===== src/rtl/reg_file_if.sv =====
// Register-file bus: read ports A/B, write port and flag capture port.
// Signal names match the register-file datasheet. The master (datapath or
// bench) drives addresses and writes. The slave (reg_file) returns read data
// and flags. There is no handshake: every request is accepted on the rising
// clock edge when its enable is high.
interface reg_file_if #(
    parameter int W  = 8,
    parameter int AW = 3
);
    logic [AW-1:0] ra_addr;
    logic [AW-1:0] rb_addr;
    logic [W-1:0]  A;
    logic [W-1:0]  B;
    logic          wr_en;
    logic [AW-1:0] wr_addr;
    logic [W-1:0]  wr_data;
    logic          flag_we;
    logic          zero_in;
    logic          cout_in;
    logic          zero_f;
    logic          carry_f;

    modport master (
        output ra_addr, rb_addr, wr_en, wr_addr, wr_data, flag_we, zero_in, cout_in,
        input  A, B, zero_f, carry_f
    );

    modport slave (
        input  ra_addr, rb_addr, wr_en, wr_addr, wr_data, flag_we, zero_in, cout_in,
        output A, B, zero_f, carry_f
    );
endinterface


===== src/rtl/reg_file.sv =====
// reg_file: NREG x W register file with two combinational read ports,
// one write port, and a zero/carry flag register.
// R0 is hard-wired to zero and is never written or forwarded.
// Optional macro RF_BYPASS_EN forwards write data to a read port that
// addresses the register being written in the same cycle.
// Without the macro, a read port shows the pre-edge stored value.
// Reset is asynchronous and active-low. While reset is asserted, writes
// and flag captures are ignored.
module reg_file #(
    parameter int W    = 8,
    parameter int NREG = 8
) (
    input  logic        clk,
    input  logic        rst_n,
    reg_file_if.slave   rf
);
    localparam int AW = $clog2(NREG);

    logic [W-1:0] regs_q [NREG];
    logic [W-1:0] regs_d [NREG];
    logic         zero_f_q, zero_f_d;
    logic         carry_f_q, carry_f_d;
    logic         wr_fire;
    logic [W-1:0] rd_a;
    logic [W-1:0] rd_b;

    // A write is live only outside reset and only to a nonzero register
    assign wr_fire = rst_n && rf.wr_en && (rf.wr_addr != '0);

    // Next-state for storage and flags; the two enables are independent
    always_comb begin
        regs_d    = regs_q;
        zero_f_d  = zero_f_q;
        carry_f_d = carry_f_q;
        if (wr_fire) begin
            regs_d[rf.wr_addr] = rf.wr_data;
        end
        if (rf.flag_we) begin
            zero_f_d  = rf.zero_in;
            carry_f_d = rf.cout_in;
        end
    end

    // State registers with asynchronous clear
    always_ff @(posedge clk or negedge rst_n) begin
        if (!rst_n) begin
            for (int i = 0; i < NREG; i++) begin
                regs_q[i] <= '0;
            end
            zero_f_q  <= 1'b0;
            carry_f_q <= 1'b0;
        end else begin
            regs_q    <= regs_d;
            zero_f_q  <= zero_f_d;
            carry_f_q <= carry_f_d;
        end
    end

    // Combinational read ports, optionally forwarding same-cycle write data
    always_comb begin
        rd_a = regs_q[rf.ra_addr];
        rd_b = regs_q[rf.rb_addr];
`ifdef RF_BYPASS_EN
        if (wr_fire && (rf.wr_addr == rf.ra_addr)) begin
            rd_a = rf.wr_data;
        end
        if (wr_fire && (rf.wr_addr == rf.rb_addr)) begin
            rd_b = rf.wr_data;
        end
`else
        // Forwarding is disabled, so a read port shows the stored value
`endif
    end

    assign rf.A       = rd_a;
    assign rf.B       = rd_b;
    assign rf.zero_f  = zero_f_q;
    assign rf.carry_f = carry_f_q;

endmodule


===== src/flat_wrapper.sv =====
// flat-port wrapper written by rule: the top's interface ports become plain ports
module reg_file_flat 
#(
    parameter int W    = 8,
    parameter int NREG = 8
)
  (clk, rst_n, rf_ra_addr, rf_rb_addr, rf_wr_en, rf_wr_addr, rf_wr_data, rf_flag_we, rf_zero_in, rf_cout_in, rf_A, rf_B, rf_zero_f, rf_carry_f);
  reg_file_if #(.W(W), .AW((3))) rf_i ();
  input  logic clk;
  input  logic rst_n;
  input wire logic [$bits(rf_i.ra_addr)-1:0] rf_ra_addr;
  input wire logic [$bits(rf_i.rb_addr)-1:0] rf_rb_addr;
  input wire logic [$bits(rf_i.wr_en)-1:0] rf_wr_en;
  input wire logic [$bits(rf_i.wr_addr)-1:0] rf_wr_addr;
  input wire logic [$bits(rf_i.wr_data)-1:0] rf_wr_data;
  input wire logic [$bits(rf_i.flag_we)-1:0] rf_flag_we;
  input wire logic [$bits(rf_i.zero_in)-1:0] rf_zero_in;
  input wire logic [$bits(rf_i.cout_in)-1:0] rf_cout_in;
  output wire logic [$bits(rf_i.A)-1:0] rf_A;
  output wire logic [$bits(rf_i.B)-1:0] rf_B;
  output wire logic [$bits(rf_i.zero_f)-1:0] rf_zero_f;
  output wire logic [$bits(rf_i.carry_f)-1:0] rf_carry_f;
  assign rf_i.ra_addr = rf_ra_addr;
  assign rf_i.rb_addr = rf_rb_addr;
  assign rf_i.wr_en = rf_wr_en;
  assign rf_i.wr_addr = rf_wr_addr;
  assign rf_i.wr_data = rf_wr_data;
  assign rf_i.flag_we = rf_flag_we;
  assign rf_i.zero_in = rf_zero_in;
  assign rf_i.cout_in = rf_cout_in;
  assign rf_A = rf_i.A;
  assign rf_B = rf_i.B;
  assign rf_zero_f = rf_i.zero_f;
  assign rf_carry_f = rf_i.carry_f;
  reg_file #(.W(W), .NREG(NREG)) u_core (.clk(clk), .rst_n(rst_n), .rf(rf_i));
endmodule

===== config.mk =====
export PLATFORM = sky130hd
export DESIGN_NAME = reg_file_flat
export DESIGN_NICKNAME = d
export VERILOG_FILES = /design/src/rtl/reg_file_if.sv /design/src/rtl/reg_file.sv /design/src/flat_wrapper.sv
export SDC_FILE = /design/constraint.sdc
export NUM_CORES = 1
export LEC_CHECK = 0
export ABC_AREA = 1
export CAP_MARGIN = 20
export CORE_UTILIZATION = 35
export DETAILED_ROUTE_END_ITERATION = 8
export PLACE_DENSITY = 0.6
export SLEW_MARGIN = 15
export SYNTH_ARGS = -nofsm -noshare
export SYNTH_HDL_FRONTEND = slang
export SYNTH_SLANG_ARGS = --single-unit

===== constraint.sdc =====
create_clock -name clk -period 1.2 [get_ports clk]
set_input_delay 0.18 -clock clk [delete_from_list [all_inputs] [get_ports clk]]
set_output_delay 0.18 -clock clk [all_outputs]
set_load 0.02 [all_outputs]

* After elaboration in Yosys (flattened, before gate mapping) *
Index checks and enable logic that the tools add are counted.
W data, S select, Z words.

storage, ports and cells
  input bits = 23
  register bits after elaboration = 66
  logic and storage cells = 30
  output and inout bits = 18

cells by class
  bitwise operators = 3
  order comparisons = 4
  multiplexer cells = 9
  reduce and logical (&&, ||, !) cells = 4

operators by type and width
  cell                  count
  $bwmux W64            1
  $bmux W8 S3           2
  $mux W8               5
  $demux W8 S3          1
  $ge A4 B4 Y1 const B  3
  $not A3 Y4            3
  $lt A4 B1 Y1 const B  1
  $logic_and A1 B1 Y1   3
  $reduce_bool A3 Y1    1

* Depth between registers and ports, before layout *
Gate-level depths: netlist (run 1).

  depth in word-level cells = 6
  depth in mapped cells = 8
  mapped depth without buffers = 6

* Worst setup path before layout (run 1) *
Ideal clock, no wire load.

  path kind = input to output
  start point = in rf_ra_addr[1]
  end point = out rf_A[5]
  data required time = 1.020 ns
  slack = 0.062 ns
  buffers on the path = 2
  arrival = 0.958 ns
  stages = 7
  cell sequence = buf_2 > inv_1 > buf_4 > nand3_1 > nand2_1 > nand2_1 > nand2_1

on the way
  word-level cells in the longest chain between the ends = 4

ends and longest elaborated chain
  item                                        RTL line            source
  start, declared                             flat_wrapper.sv:11  input wire logic [$bits(rf_i.ra_addr)-1:0] rf_ra_addr;
  $not A3 Y4 (implied by the code)            reg_file.sv:61      rd_a = regs_q[rf.ra_addr];
  $bmux W8 S3                                 reg_file.sv:61
  $mux W8 (implied by the code) (2 in a row)  reg_file.sv:61
  end, declared                               flat_wrapper.sv:19  output wire logic [$bits(rf_i.A)-1:0] rf_A;

No other way between the ends. The select of a mux whose other input is x is not followed.

* Worst setup path in the final report (run 1) *
  start point = reg u_core.regs_q[28] in the netlist's numbering
  end point = out rf_A[4]

on the way
  word-level cells in the longest chain between the ends = 3

ends and longest elaborated chain
  item                                        RTL line        source
  start, declared                             reg_file.sv:19  logic [W-1:0] regs_q [NREG];
  start signal, assigned                      reg_file.sv:53  regs_q <= regs_d;
  $bmux W8 S3                                 reg_file.sv:61
  $mux W8 (implied by the code) (2 in a row)  reg_file.sv:61

No other way between the ends. The select of a mux whose other input is x is not followed.

==> impl_results.md, run 1 <==
- Final HPWL DP: about 8000 µm
- Final period util: 121.7%
- Setup-failing EPs final: 16
- Area leader, netlist: dfrtp_1
- Synth Cell Area: just over 4000 µm²
- Clk buf depth: 2
- Starting Density: 36.65%
- Tmin final: around 1500 ps
- Post-Synth XOR/XNOR Area: 0%
- Port bufs: 40
- # hold bufs at CTS: 0
- Top FF cell, synth: dfrtp_1
- Critical path endpoint category: output port
- Top-count cell post-synth: nand2_1
- WL/cell: 14.82 µm
- CP Class: reg2out
- CP required: 1020 ps
- Startpoint type of the worst setup path: flip-flop
- Core area: 11030 µm²
- Top post-synthesis cells by area: dfrtp_1 (41%), nand2_1 (24%), nand3_1 (7.9%), inv_1 (7.3%), o21ai_2 (6.7%)
- LEAKAGE: about 0.0031 µW
- Final core utilization: between 50% and 60%
- Clock skew: 0 ps
- Vias per cell: 4.882
- Crit path depth: 7
- Antenna diode count: 0
- R2R setup slack: between 300 and 400 ps
- Syn Inst Count: roughly 580
- Post-Synth Simple-Gate Area: 35.90%
- Pin count of the biggest net entering global routing: 67
- Post-route total power: 8188 µW
- WL final: between 10000 and 15000 µm
- Worst IR Drop VDD: between 0.0006 and 0.0007 V
- Worst slack, placed: -929.0 ps
- Failing checks: negative setup slack
- Multiplexer share of the synthesized area: less than 1%
- WP buf/inv: 2
- Via Count: between 4k and 5k
- Gr usage total: 21.66%
- Area growth syn-to-layout: 39.89%
- H-tree Lvls: 3
- Rel. slew slack: a little over two fifths
- Vias in the first global route: ~3.8k
- R2R depth: 4
- Async S/R FF share, synth: 100.0%
- Synth cell types: 21
- Compound-cell area share of the yosys netlist: under 10%
- Reg2reg end: u_core.regs_q[42]
- FP Rows: 38
- Power density cells: roughly 1400 nW/µm²
- Unrepaired setup endpoints after global routing: true
- Slowest CP cell: dfrtp_1
- Residual DRC: 0
- Final nets: between 600 and 700
- Largest family of logic cells by synthesized area: simple AND/OR/NAND/NOR gates
- Reg clk slew, reported paths: ~50 ps
- Gp weighted congestion: about 0.83
- Total gr overflow: 0
- Placed Area: approximately 5000 µm²
- Max incr delay on CP: 390 ps
- CTS Buf Count: 9
- Antenna violations before repair: 0
- Sinks on Clock Net: 66
- Status: complete, but fails checks
- DR WL met3: approximately 900 µm
- Critical path fanouts, max: 2
- Crit-path cells: inv_1, nand2_1, nand3_1, nand2_1, nand2_1, nand2_2, buf_6
- Syn_nets: approximately 600
- Fraction of layout cells with a size suffix above 1: approximately 35%
- DRT Pass-1 Iters: 4
- Clk_lat worst skew: 340 ps
- DIE AREA: around 12000 µm²
- Die Height: approximately 110 µm
- Fin Hold WS: approximately 110 ps
- Slew Limit Fails: 0
- Syn. warnings: 0
- First-pass GRT wire length: 19150 µm
- EDFF count, synth: 0
- Design area: roughly 5700 µm²
- Met2 wire len: about 5800 µm
- Commonest cells in the synthesized netlist: nand2_1 (263), inv_1 (79), dfrtp_1 (66)
- Cell mode on critical path: nand2_1
- Endpoints failing hold: 0
- Yosys reg bits: between 60 and 70
- MaxCap Viol Count: 0
- Die width: ~110 µm
- Top routing layer in use: met4
- Final ANT Viol Nets: 0
- Final setup margin: -260.6 ps
- Top delay family on crit path: flip-flops
- Starting DRC count in detailed routing: 274
- Clock Root Buffer: clkbuf_16
- Fmax: ~680 MHz
- Met1 wire length: 5227 µm
- Area share of the leading cell type in the synthesized netlist: between 40% and 50%
- Ports: 41
- HP Class: in2async
- Slew @ Worst Pin: roughly 870 ps
- Synth Area in Adders: 0%
- Post-synthesis sequential area ratio: roughly two fifths
- CTS tree: yes
- CP arrival: about 1300 ps
- Mapped Avg Cell Area: around 6.9 µm²
- R2r startpoint: u_core.regs_q[42]
layer usage:
layer  vias up  track usage [%]
li1       1967                -
met4         0            9.714
met3        28            3.616
met2       149            34.77
met5         -                0
met1      1859            28.61
stage by stage:
stage / std cells / setup TNS, ps
floorplan: 583 / 0
global placement: 775 / -27280
detailed placement: 775 / -28360
CTS: 801 / -3386
global route: 820 / -4601
finish: 820 / -3411
cells in the final DEF (no fill, tap or decap), types with 4 or more instances in the layout:
| cell | instances |
|---|---|
| nand2_1 | 243 |
| inv_1 | 35 |
| clkdlybuf4s50_1 | 16 |
| inv_2 | 46 |
| nand2_2 | 23 |
| nand2_8 | 4 |
| buf_4 | 60 |
| clkbuf_16 | 9 |
| dfrtp_1 | 66 |
| o21ai_1 | 25 |
| nand3_2 | 10 |
| nand3_1 | 55 |
| o21ai_2 | 31 |
| buf_12 | 15 |
| buf_6 | 19 |
cell type report:
cell class              instances  area (µm²)
multi-input cells             399        2003
fillers                      1094        5375
inverters                      81       304.0
clock inverters                 2       35.03
repair buffers                119        1216
well taps                     140       175.2
flip-flops and latches         66        1652
clock buffers                  13       270.3
power by group:
part / total, µW / switching (µW) / internal [µW]
sequential: 2870 / 253 / 2620
combinational: 2590 / 1350 / 1240
clock: 2720 / 957 / 1760
total: 8190 / 2560 / 5630
state kept, by name, summed over array words and instances, names as in the netlist:
register,flops
u_core.regs_q,64
u_core.rf.carry_f,1
u_core.rf.zero_f,1
logic make-up after synthesis:
group,count (synthesis)
simple gates,341
buf+inv,118
flops,66
compound gates,56
mux,2
worst max path at each step:
stage	endpoint	from
after floorplan	rf_A[5]	rf_ra_addr[1]
after global placement	rf_B[4]	rf_rb_addr[0]
after detailed placement	rf_B[3]	rf_rb_addr[0]
after CTS	rf_A[1]	u_core.regs_q[17]
after global routing	rf_B[4]	u_core.regs_q[4]
final	rf_A[4]	u_core.regs_q[28]
timing repair:
action / 4_1_cts / 5_1_grt
pin swaps: 56 / 39
resized for setup: 141 / 50
gates cloned: 1 / 0
setup buffers: 10 / 19
endpoints found under the setup margin: 18 / 32
No activity file was read; power rests on OpenSTA's default activity.
==> run 2, diff against run 1 <==
--- a/config.mk
+++ b/config.mk
@@ -7,9 +7,13 @@
 export LEC_CHECK = 0
 export ABC_AREA = 1
 export CAP_MARGIN = 20
+export CELL_PAD_IN_SITES_DETAIL_PLACEMENT = 1
+export CELL_PAD_IN_SITES_GLOBAL_PLACEMENT = 1
 export CORE_UTILIZATION = 35
+export CTS_CLUSTER_DIAMETER = 200
 export DETAILED_ROUTE_END_ITERATION = 8
-export PLACE_DENSITY = 0.6
+export PLACE_DENSITY = 0.76
+export SETUP_SLACK_MARGIN = 0.1
 export SLEW_MARGIN = 15
 export SYNTH_ARGS = -nofsm -noshare
 export SYNTH_HDL_FRONTEND = slang
==> run 2 against run 1 <==
Effect of this change: final cell count is 2.2% higher; core utilization is 2.3 points higher; sequential share of layout area is 1.2 points lower; global-route usage is 7.3 points higher; the run still ends with negative setup slack left; sequential power is 3% higher; register-to-register slack worse by 140 ps.
==> impl_results.md, run 2 (synthesis results as in run 1) <==
- Die Height: between 100 and 150 µm
- Unrepaired setup endpoints after global routing: true
- Clk buf depth: 2
- Part of the power in the clock network: 29.9%
- Final setup margin: -317.5 ps
- Starting Density: 36.65%
- Antenna violations before repair: 0
- HP Class: in2async
- Tmin final: about 1500 ps
- First-pass GRT wire length: approximately 25000 µm
- Commonest non-fill, non-tap cells in the layout: nand2_1 (220), buf_4 (73), dfrtp_1 (66)
- Core area: about 11000 µm²
- Clk_lat worst skew: approximately 330 ps
- CP arrival: about 1300 ps
- Max FFs per register: 64
- Pin count of the biggest net entering global routing: 67
- Die width: 109.5 µm
- Final ANT Viol Nets: 0
- Clock skew: 0 ps
- Largest Register: u_core.regs_q
- LEAKAGE: approximately 0.0032 µW
- Antenna diode count: 0
- Commonest non-fill, non-tap cell in the layout: nand2_1
- CP required: 1020 ps
- Failing checks: negative setup slack
- Final nets: 716
- FP Rows: 38
- Critical path fanouts, max: 2
- Critical path endpoint category: output port
- Slew Limit Fails: 0
- Vias per cell: ~5.2
- Status: complete, but fails checks
- Via Count: roughly 4.3k
- Sw frac: roughly 36%
- Startpoint type of the worst setup path: flip-flop
- WL/cell: between 20 and 25 µm
- Starting DRC count in detailed routing: around 230
- Rel. slew slack: 42.47%
- CP Class: reg2out
- Slew @ Worst Pin: roughly 860 ps
- H-tree Lvls: 3
- Fraction of layout cells with a size suffix above 1: between 40% and 50%
- Switching power: between 3000 and 4000 µW
- Final period util: 126.5%
- Logic gate share of total power: 35.8%
- Residual DRC: 0
- Sinks on Clock Net: between 60 and 70
- Fin Hold WS: 122.2 ps
- R2R depth: 5
- Final HPWL DP: roughly 10000 µm
- R2R setup slack: approximately 170 ps
- Setup-failing EPs final: 16
- CTS tree: yes
- CTS Buf Count: 9
- Fmax: 659.0 MHz
- P_int: approximately 5500 µW
- Power density cells: approximately 1500 nW/µm²
- Clock Root Buffer: clkbuf_16
- WL final: between 15000 and 20000 µm
- Setup TNS: -4350 ps
- Port bufs: 40
- Vias in the first global route: approximately 4.6k
- Seq pwr share: between 30% and 40%
- DIE AREA: roughly 12000 µm²
- Gr usage total: roughly 29%
- Total gr overflow: 0
- Gp weighted congestion: about 0.89
- # hold bufs at CTS: 0
- DRT Pass-1 Iters: 5
- MaxCap Viol Count: 0
- Endpoints failing hold: 0
- Reg clk slew, reported paths: about 60 ps
- Ports: between 40 and 50
- Area growth syn-to-layout: 46.08%
- Worst IR Drop VDD: a little over 0.0009 V
run 2: per-stage QoR:
| stage | instances | utilization [%] | worst slack [ps] | power (µW) | cell area, µm² |
|---|---|---|---|---|---|
| 4_1_cts | 821 | 51.05 | -277.2 | 8178 | 5632 |
| 5_1_grt | 838 | 53.54 | -351.7 | 9039 | 5906 |
| 2_1_floorplan | 583 | - | 105.2 | 4163 | 4075 |
| 3_5_place_dp | 787 | 45.37 | -969.1 | 5305 | 5005 |
| 6_report | 838 | 53.54 | -317.5 | 8663 | 5906 |
| 3_3_place_gp | 787 | 45.37 | -902.7 | 5186 | 5005 |
run 2: final cells by class:
type,count,area [µm²]
inverter,81,306.5
multi-input combinational,403,2162
clock inverter,5,37.54
sequential,66,1652
timing repair buffer,132,1320
clock buffer,11,252.7
tap,140,175.2
fill,1341,5125
run 2: worst max-delay path, stage by stage, from the launching register on:
cell	delay, ps
dfrtp_1	430
inv_2	90
nand2_1	50
nand3_1	100
nand2_2	60
nand2_1	70
nand2_2	70
buf_6	130
run 2: power by group through the flow:
stage | registers [µW] | logic (µW) | clock network [µW]
floorplan | 2820 | 1350 | 0
global placement | 2860 | 2330 | 0
detailed placement | 2890 | 2420 | 0
CTS | 2910 | 2700 | 2560
global route | 2990 | 3350 | 2700
finish | 2970 | 3100 | 2590
run 2: final timing paths:
| path | endpoint | start |
|---|---|---|
| max in group asynchronous | u_core.regs_q[26] | rst_n |
| worst max-delay path | rf_B[1] | u_core.regs_q[17] |
| worst min-delay path | u_core.regs_q[37] | rst_n |
| worst max register to register | u_core.regs_q[42] | u_core.regs_q[42] |
| min in group clk | u_core.regs_q[58] | u_core.regs_q[58] |
| worst min register to register | u_core.regs_q[58] | u_core.regs_q[58] |
run 2: metal layers:
layer  GRT usage [%]  vias up  share of wire, %
met5               0        -                 0
li1                -     2018                 -
met4           11.33        0               2.8
met1           37.58     2134                43
met3           4.090       38               4.1
met2           48.70      131                50
run 2: repair_timing:
action,in CTS,in global routing
gates cloned,6,1
resized for setup,198,44
pin swaps,38,48
buffers inserted,12,16
setup endpoints to repair,58,17
==> run 3, diff against run 2 <==
--- a/config.mk
+++ b/config.mk
@@ -9,10 +9,12 @@
 export CAP_MARGIN = 20
 export CELL_PAD_IN_SITES_DETAIL_PLACEMENT = 1
 export CELL_PAD_IN_SITES_GLOBAL_PLACEMENT = 1
+export CORE_ASPECT_RATIO = 1.4
 export CORE_UTILIZATION = 35
 export CTS_CLUSTER_DIAMETER = 200
 export DETAILED_ROUTE_END_ITERATION = 8
 export PLACE_DENSITY = 0.76
+export REMOVE_ABC_BUFFERS = 1
 export SETUP_SLACK_MARGIN = 0.1
 export SLEW_MARGIN = 15
 export SYNTH_ARGS = -nofsm -noshare
==> run 3 against run 2 <==
Effect of this change: final cell count down 0.84%; critical endpoint is now rf_A[4]; register-to-register slack better by 130 ps; the flow still finishes with violations (negative setup slack); hold slack better by 250 ps; maximum frequency down 0.19%; wire length down 11%; largest cell class unchanged.
==> impl_results.md, run 3 (synthesis results as in run 1) <==
- Status: complete, but fails checks
- Failing checks: negative setup slack
- LEAKAGE: 0.003126 µW
- H-tree Lvls: 3
- Rel. slew slack: approximately three quarters
- Fill count: 1426
- Fmax: between 600 and 700 MHz
- Hold Path Origin: u_core.regs_q[57]
- Die Height: 129.2 µm
- CP startpoint: u_core.regs_q[12]
- Vias in the first global route: between 4k and 5k
- CP arrival: roughly 1300 ps
- Largest Register: u_core.regs_q
- Die width: between 90 and 100 µm
- CP required: 1020 ps
- First-pass GRT wire length: 23400 µm
- Port bufs: 40
- Gr usage total: a little over a quarter
- Critical path fanouts, max: 2
- WL final: roughly 15000 µm
- Top delay family on crit path: simple AND/OR/NAND/NOR gates
- Fraction of layout cells with a size suffix above 1: around two fifths
- Final ANT Viol Nets: 0
- Clock skew: 0 ps
- Sequential standard cell area: between 1500 and 2000 µm²
- Cell mode on critical path: nand2_1
- Ports: 41
- Startpoint type of the worst setup path: flip-flop
- Final HPWL DP: 8921 µm
- Via Count: ~4.2k
- MaxCap Viol Count: 0
- Core area: roughly 11000 µm²
- Vias per cell: between 5 and 6
- Critical path endpoint category: output port
- Crit-path cells: inv_2, nand2_1, nand3_1, nand2_1, nand2_1, nand2_2, buf_6
- Fin Hold WS: between 300 and 400 ps
- CP Class: reg2out
- FP Rows: 46
- Clock Root Buffer: clkbuf_16
- Setup-failing EPs final: 16
- Post-route total power: between 8000 and 9000 µW
- Power density cells: approximately 1400 nW/µm²
- Slew Limit Fails: 0
- Reg clk slew, reported paths: 60 ps
- Clk buf depth: 2
- DIE AREA: between 10000 and 15000 µm²
- Gp weighted congestion: around 0.82
- Setup TNS: -3842 ps
- Final nets: slightly above 700
- Max incr delay on CP: between 300 and 400 ps
- Pin count of the biggest net entering global routing: 38
- Residual DRC: 0
- Max FFs per register: 64
- Final core utilization: 51.13%
- Antenna diode count: 0
- Slowest CP cell: dfrtp_1
- Commonest non-fill, non-tap cell in the layout: nand2_1
- Slew @ Worst Pin: 351.5 ps
- Starting Density: about 36%
- Endpoints failing hold: 0
- CTS tree: yes
- Final setup margin: -320.4 ps
- CTS Buf Count: 9
- Clk_lat worst skew: approximately 330 ps
- Sinks on Clock Net: 66
- R2r startpoint: u_core.regs_q[9]
- Starting DRC count in detailed routing: roughly 250
- Tmin final: ~1500 ps
- DRT Pass-1 Iters: 4
- WP buf/inv: 2
- Worst slack, placed: -928.4 ps
- Multi-input logic area: between 2000 and 2500 µm²
- Worst IR Drop VDD: about 0.00060 V
- Final period util: 126.7%
- Commonest non-fill, non-tap cells in the layout: nand2_1 (235), dfrtp_1 (66), buf_4 (61)
- Antenna violations before repair: 0
- Area growth syn-to-layout: 42.68%
- Unrepaired setup endpoints after global routing: true
- WL/cell: between 15 and 20 µm
- Total gr overflow: 0
- HP Class: reg2reg
[run 3: cell count changes in the layout (fill, tap and decap cells not counted), moves of 4 or more]
cell / delta
inv_1: +8
buf_12: +4
nand2_2: -15
nand2_1: +15
inv_2: -8
buf_4: -12
[run 3: stage by stage]
| step | cells | cell area (µm²) |
|---|---|---|
| 3_3_place_gp | 780 | 4977 |
| 3_5_place_dp | 780 | 4977 |
| 6_report | 831 | 5768 |
| 4_1_cts | 812 | 5493 |
| 2_1_floorplan | 546 | 3826 |
| 5_1_grt | 831 | 5768 |
[run 3: layout make-up]
type                       instances  share of cell area [%]
clock buffer                      11                   4.208
tap                              144                   3.124
inverter                          81                   5.315
multi-input combinational        399                   35.18
clock inverter                     5                  0.5206
sequential                        66                   28.63
timing repair buffer             125                   23.02
[run 3: worst paths after layout]
path	endpoint	slack [ps]	cells after the start
setup / recovery	rf_A[4]	-320	7
hold / removal	u_core.regs_q[57]	380	0
setup reg to reg	u_core.regs_q[9]	300	4
hold reg to reg	u_core.regs_q[57]	380	0
max in group asynchronous	u_core.regs_q[0]	190	4
min in group asynchronous	u_core.regs_q[49]	550	3
[run 3: timing repair]
action	in CTS	in global routing
endpoints found under the setup margin	66	67
hold buffers	1	0
gates resized for setup	164	56
hold endpoints to repair	15	0
buffers inserted	13	18
pin swaps	45	23
cloned	2	1
[run 3: per-layer routing]
layer / track usage [%] / wire length [µm] / vias up
met5: 0 / 0 / -
met4: 12.22 / 573 / 0
met3: 3.815 / 745 / 43
met2: 45.72 / 7739 / 135
met1: 31.32 / 6073 / 2067
li1: - / - / 1979
[run 3: power breakdown]
part | switching, µW | leakage [µW] | internal, µW
Sequential | 279 | 0.000847 | 2620
Clock | 1030 | 0.000131 | 1440
Combinational | 1490 | 0.00215 | 1270
